## config.mk

```make
export PLATFORM = sky130hd
export DESIGN_NAME = serial_link_flit_deser
export DESIGN_NICKNAME = d
export VERILOG_FILES = /design/src/rtl/serial_link_flit_deser.sv
export SDC_FILE = /design/constraint.sdc
export NUM_CORES = 1
export LEC_CHECK = 0
export BUFFER_PORTS_ARGS = -buffer_cell sky130_fd_sc_hd__buf_2
export CORE_ASPECT_RATIO = 1.4
export CORE_MARGIN = 5
export CORE_UTILIZATION = 46
export DETAILED_ROUTE_END_ITERATION = 7
export PLACE_DENSITY = 0.74
export SLEW_MARGIN = 25
export SYNTH_ARGS = -nofsm -noshare
export SYNTH_HDL_FRONTEND = slang
export SYNTH_SLANG_ARGS = --single-unit
```

## constraint.sdc

```tcl
create_clock -name clk_i -period 2.27 [get_ports clk_i]
set_clock_uncertainty 0.05 [all_clocks]
set_input_delay 0.454 -clock clk_i [delete_from_list [all_inputs] [get_ports clk_i]]
set_output_delay 0.454 -clock clk_i [all_outputs]
set_load 0.05 [all_outputs]
```

## src/rtl/serial_link_flit_deser.sv

```systemverilog
// ---------------------------------------------------------------------------
// serial_link_flit_deser
//
// Receive-side flit reassembler for the serial link data-link layer.
// Link beats arrive as packets: one header beat whose low LenWidth bits give
// the payload length, followed by that many payload beats. The payload beats
// are packed into one flit (beat k at bits [k*BeatWidth +: BeatWidth]) and
// held until the network layer takes it. Each consumed flit produces a
// one-cycle credit pulse that the link returns to the remote transmitter.
// Headers with a zero or oversized length are dropped and flagged.
//
// Ports:
//   clk_i         link clock (only clock)
//   rst_i         asynchronous active-high reset
//   beat_valid_i  input beat present
//   beat_ready_o  block accepts the input beat (depends on state only)
//   beat_data_i   beat payload / header
//   flit_valid_o  reassembled flit present (depends on state only)
//   flit_ready_i  downstream accepts the flit
//   flit_data_o   reassembled flit, unused upper slots read as zero
//   flit_len_o    number of valid payload beats in flit_data_o
//   credit_o      one-cycle pulse after each flit handshake
//   err_len_o     one-cycle pulse after each rejected header
//   busy_o        high whenever a packet is being collected or held
// ---------------------------------------------------------------------------
module serial_link_flit_deser #(
  parameter int BeatWidth = 16,
  parameter int FlitWidth = 64,
  parameter int NumBeats  = FlitWidth / BeatWidth,
  parameter int LenWidth  = $clog2(NumBeats + 1)
) (
  input  logic                 clk_i,
  input  logic                 rst_i,
  input  logic                 beat_valid_i,
  output logic                 beat_ready_o,
  input  logic [BeatWidth-1:0] beat_data_i,
  output logic                 flit_valid_o,
  input  logic                 flit_ready_i,
  output logic [FlitWidth-1:0] flit_data_o,
  output logic [LenWidth-1:0]  flit_len_o,
  output logic                 credit_o,
  output logic                 err_len_o,
  output logic                 busy_o
);

  // Parameter sanity: the flit must hold a whole number of beats, and the
  // length field must fit inside one header beat.
  if ((FlitWidth % BeatWidth) != 0) begin : g_bad_flit_width
    $error("serial_link_flit_deser: FlitWidth must be a multiple of BeatWidth");
  end
  if (LenWidth > BeatWidth) begin : g_bad_len_width
    $error("serial_link_flit_deser: length field wider than a beat");
  end

  typedef enum logic [1:0] {
    IDLE    = 2'd0,
    COLLECT = 2'd1,
    HOLD    = 2'd2
  } state_e;

  state_e               state_q, state_d;
  logic [FlitWidth-1:0] data_q, data_d;
  logic [LenWidth-1:0]  len_q, len_d;
  logic [LenWidth-1:0]  cnt_q, cnt_d;
  logic                 credit_q, credit_d;
  logic                 err_q, err_d;

  logic [LenWidth-1:0]  hdr_len;
  logic                 hdr_ok;
  logic                 last_beat;

  // Header decode; the upper header bits carry nothing for this block.
  always_comb begin
    hdr_len   = beat_data_i[LenWidth-1:0];
    hdr_ok    = (hdr_len != '0) && (hdr_len <= LenWidth'(NumBeats));
    last_beat = (cnt_q == (len_q - LenWidth'(1)));
  end

  // Next-state and datapath update.
  always_comb begin
    state_d  = state_q;
    data_d   = data_q;
    len_d    = len_q;
    cnt_d    = cnt_q;
    credit_d = 1'b0;
    err_d    = 1'b0;

    case (state_q)
      IDLE: begin
        if (beat_valid_i) begin
          if (hdr_ok) begin
            // Clearing here is what makes slots beyond len read as zero,
            // since only slots below len are written afterwards.
            data_d  = '0;
            len_d   = hdr_len;
            cnt_d   = '0;
            state_d = COLLECT;
          end else begin
            err_d = 1'b1;
          end
        end
      end

      COLLECT: begin
        if (beat_valid_i) begin
          for (int k = 0; k < NumBeats; k++) begin
            if (cnt_q == LenWidth'(k)) begin
              data_d[k*BeatWidth +: BeatWidth] = beat_data_i;
            end
          end
          // cnt reaches at most NumBeats, which always fits in LenWidth.
          cnt_d = cnt_q + LenWidth'(1);
          if (last_beat) begin
            state_d = HOLD;
          end
        end
      end

      HOLD: begin
        if (flit_ready_i) begin
          credit_d = 1'b1;
          state_d  = IDLE;
        end
      end

      default: begin
        state_d = IDLE;
      end
    endcase
  end

  always_ff @(posedge clk_i or posedge rst_i) begin
    if (rst_i) begin
      state_q  <= IDLE;
      data_q   <= '0;
      len_q    <= '0;
      cnt_q    <= '0;
      credit_q <= 1'b0;
      err_q    <= 1'b0;
    end else begin
      state_q  <= state_d;
      data_q   <= data_d;
      len_q    <= len_d;
      cnt_q    <= cnt_d;
      credit_q <= credit_d;
      err_q    <= err_d;
    end
  end

  // Handshake outputs come straight from the state register, so there is no
  // combinational path between the two sides of the block.
  always_comb begin
    beat_ready_o = (state_q != HOLD);
    flit_valid_o = (state_q == HOLD);
    busy_o       = (state_q != IDLE);
    flit_data_o  = data_q;
    flit_len_o   = len_q;
    credit_o     = credit_q;
    err_len_o    = err_q;
  end

endmodule

```

==> flow_summary.toml <==
[run_status]
outcome = "finished, final reports clean"

[pwr]
ir_drop_mv = 0.681
p_per_area_nw_per_um2 = 1520
p_leak_nw = 1.96
power_mw = 5.61

[clocking]
cts-root-buf = "clkbuf_8"
clk_pin_slew_ps = 80
clkLatencyLatePin_ps = 340
clkSinkCount = 74
htreeDepth = 3
numCtsBuffers = 9
clockBufferDepth = 2
cts_tree = "done"
cts_resized = 0
cts_hold_buf = 0
cts_setup_buffers = 0

[floorplanning]
die_h_um = 105
rows = 34
initial_core_util = 0.475
die_area_sq_um = 8190
fp.dieW_um = 77.9
io_pins = 92
core-area_sq_um = 6250

[sta]
worstMarginPinSlew_ps = 833
finalCriticalPeriod_ps = 2070
max_clock_freq_mhz = 484
drv_slew = 0
relSlewSlack = 0.444
fin_crit_sh = 0.911
rsz0062_at_grt = "false"
setup_viol = 0
hold_violations = 0
tns_ps = 0
holdWs_ps = 157

[worst_hold_path]
min_path_type = "primary input to async pin"

[finish]
antennaDiodeCount = 0
multi_input_area_sq_um = 1020
nNetsFinal = 344
final_cell_mix = "buf_2, dfrtp_1, a22o_1"
final_common_cell = "buf_2"
syn2layout_area_growth_pct = 23.9
fillCellCount = 506
fin_area_sq_um = 3680
layout-drive-gt1-share = 0.380
seq_area_sq_um = 1850

[synth]
syn-cell-area_sq_um = 2970
yosys_warnings = 0
ys_types = 37
syn_inst = 223
seq_area_frac_synth = 0.623
ys_ff_latch = 74
syn_nets = 249
synth_area_per_cell_sq_um = 13.3

[critical_path]
path_class = "flop to flop"
cp_data_required_time_ps = 2450
worst_setup_path_end_kind = "flop"
rr_worst_depth = 4
cp-start-kind = "flop"
cp_data_arrival_time_ps = 2240
critical_path_peak_fanout = 16

[place]
gp_congestion = 0.812
dpl-instance-area_sq_um = 3520
port-buffer-count = 91
place_hpwl_um = 5290

[drt]
wl_per_cell_um = 19.2
drtPass1Iterations = 4
finalWirelength_um = 7550
num_vias = 2210
drt-initial-drc-count = 115
drcViolationCount = 0
viasPerCell = 5.62
drtAntennaViolNets = 0

[global_routing]
antenna_found_initial = 0
grt_max_degree = 75
grt_overflow = 0
grt_pass1_vias = 2323
grt_use_total = 0.191
grt_pass1_wl_um = 12200

[job]
maxCapViolations = 0
cell usage after synthesis, drive strengths merged:
| master | n | area (sq um) |
|---|---|---|
| a2bb2oi | 2 | 17.5 |
| dfrtp | 74 | 1850 |
| nand2 | 5 | 21.3 |
| a22o | 62 | 543 |
| o21ai | 5 | 32.5 |
| clkbuf | 4 | 15.0 |
| nor2b | 5 | 31.3 |
| buf | 11 | 66.3 |
| a211oi | 1 | 12.5 |
| xnor2 | 4 | 35.0 |
| o21a | 1 | 7.51 |
| a21oi | 3 | 15.0 |
| inv | 9 | 33.8 |
| o22ai | 4 | 25.0 |
| a32o | 1 | 10.0 |
| and3 | 1 | 6.26 |
| or2 | 2 | 12.5 |
| nand2b | 1 | 13.8 |
| or4 | 1 | 7.51 |
| and2 | 3 | 18.8 |
| ha | 6 | 75.1 |
| nor3b | 2 | 20.0 |
| nand3 | 2 | 10.0 |
| nor3 | 4 | 20.0 |
| o2bb2ai | 1 | 8.76 |
| mux2i | 1 | 10.0 |
| nor2 | 4 | 15.0 |
| nor4 | 2 | 18.8 |
| a2111oi | 2 | 17.5 |
per-layer routing:
metal / track usage / up-vias / share of wire
met4: 0.0833 / 0 / 0.019
li1: - / 1028 / -
met1: 0.243 / 1106 / 0.41
met5: 0 / - / 0
met3: 0.0456 / 10 / 0.055
met2: 0.307 / 66 / 0.51
flip-flops by register name (all words and copies together) (netlist names):
| register | cells |
|---|---|
| err_len_o | 1 |
| flit_len_o | 3 |
| flit_data_o | 64 |
| cnt_q | 3 |
| credit_o | 1 |
| state_q | 2 |
worst max-delay path: stages, from the launching register on:
cell,delay (ps)
dfrtp_1,610
nor2b_1,110
a211oi_2,470
nand2_2,360
a22o_1,340
final timing paths:
| path | slack, ps | start | endpoint |
|---|---|---|---|
| max | 200 | state_q[0] | flit_data_o[23] |
| min | 160 | rst_i | flit_data_o[19] |
| max reg2reg | 200 | state_q[0] | flit_data_o[23] |
| min reg2reg | 450 | flit_data_o[39] | flit_data_o[39] |
| max in group asynchronous | 1710 | rst_i | flit_data_o[45] |
| min in group clk_i | 230 | flit_ready_i | state_q[1] |
power by group:
part	internal [mW]	total, mW	switching (mW)
sequential	1.69	1.97	0.282
clock	0.411	0.870	0.459
combinational	0.783	2.77	1.99
stage by stage:
step,setup WS (ps),instances,util
after floorplan,197,223,-
after global placement,144,379,0.563
after detailed placement,72.9,379,0.563
after CTS,173,393,0.589
after global routing,40.5,393,0.589
final,203,393,0.589
cell families (layout without fill, tap and decap cells):
kind of cell,after synthesis,in the layout,share of synthesized area
adder cells (fa/ha/maj),6,6,0.0253
buffers and inverters,24,122,0.0387
XOR/XNOR,4,4,0.0118
multiplexers,1,1,0.00337
AND/OR/NAND/NOR,32,32,0.0657
flip-flops,74,74,0.623
AO/OA/AOI/OAI,82,82,0.232
area by class of cell:
| type | count | share of cell area |
|---|---|---|
| inverter | 9 | 0.0102 |
| multi-input combinational | 125 | 0.276 |
| tap | 72 | 0.0245 |
| clock inverter | 3 | 0.00476 |
| clock buffer | 11 | 0.0384 |
| sequential | 74 | 0.503 |
| timing repair buffer | 99 | 0.143 |
(Power assumes the default switching activity.)
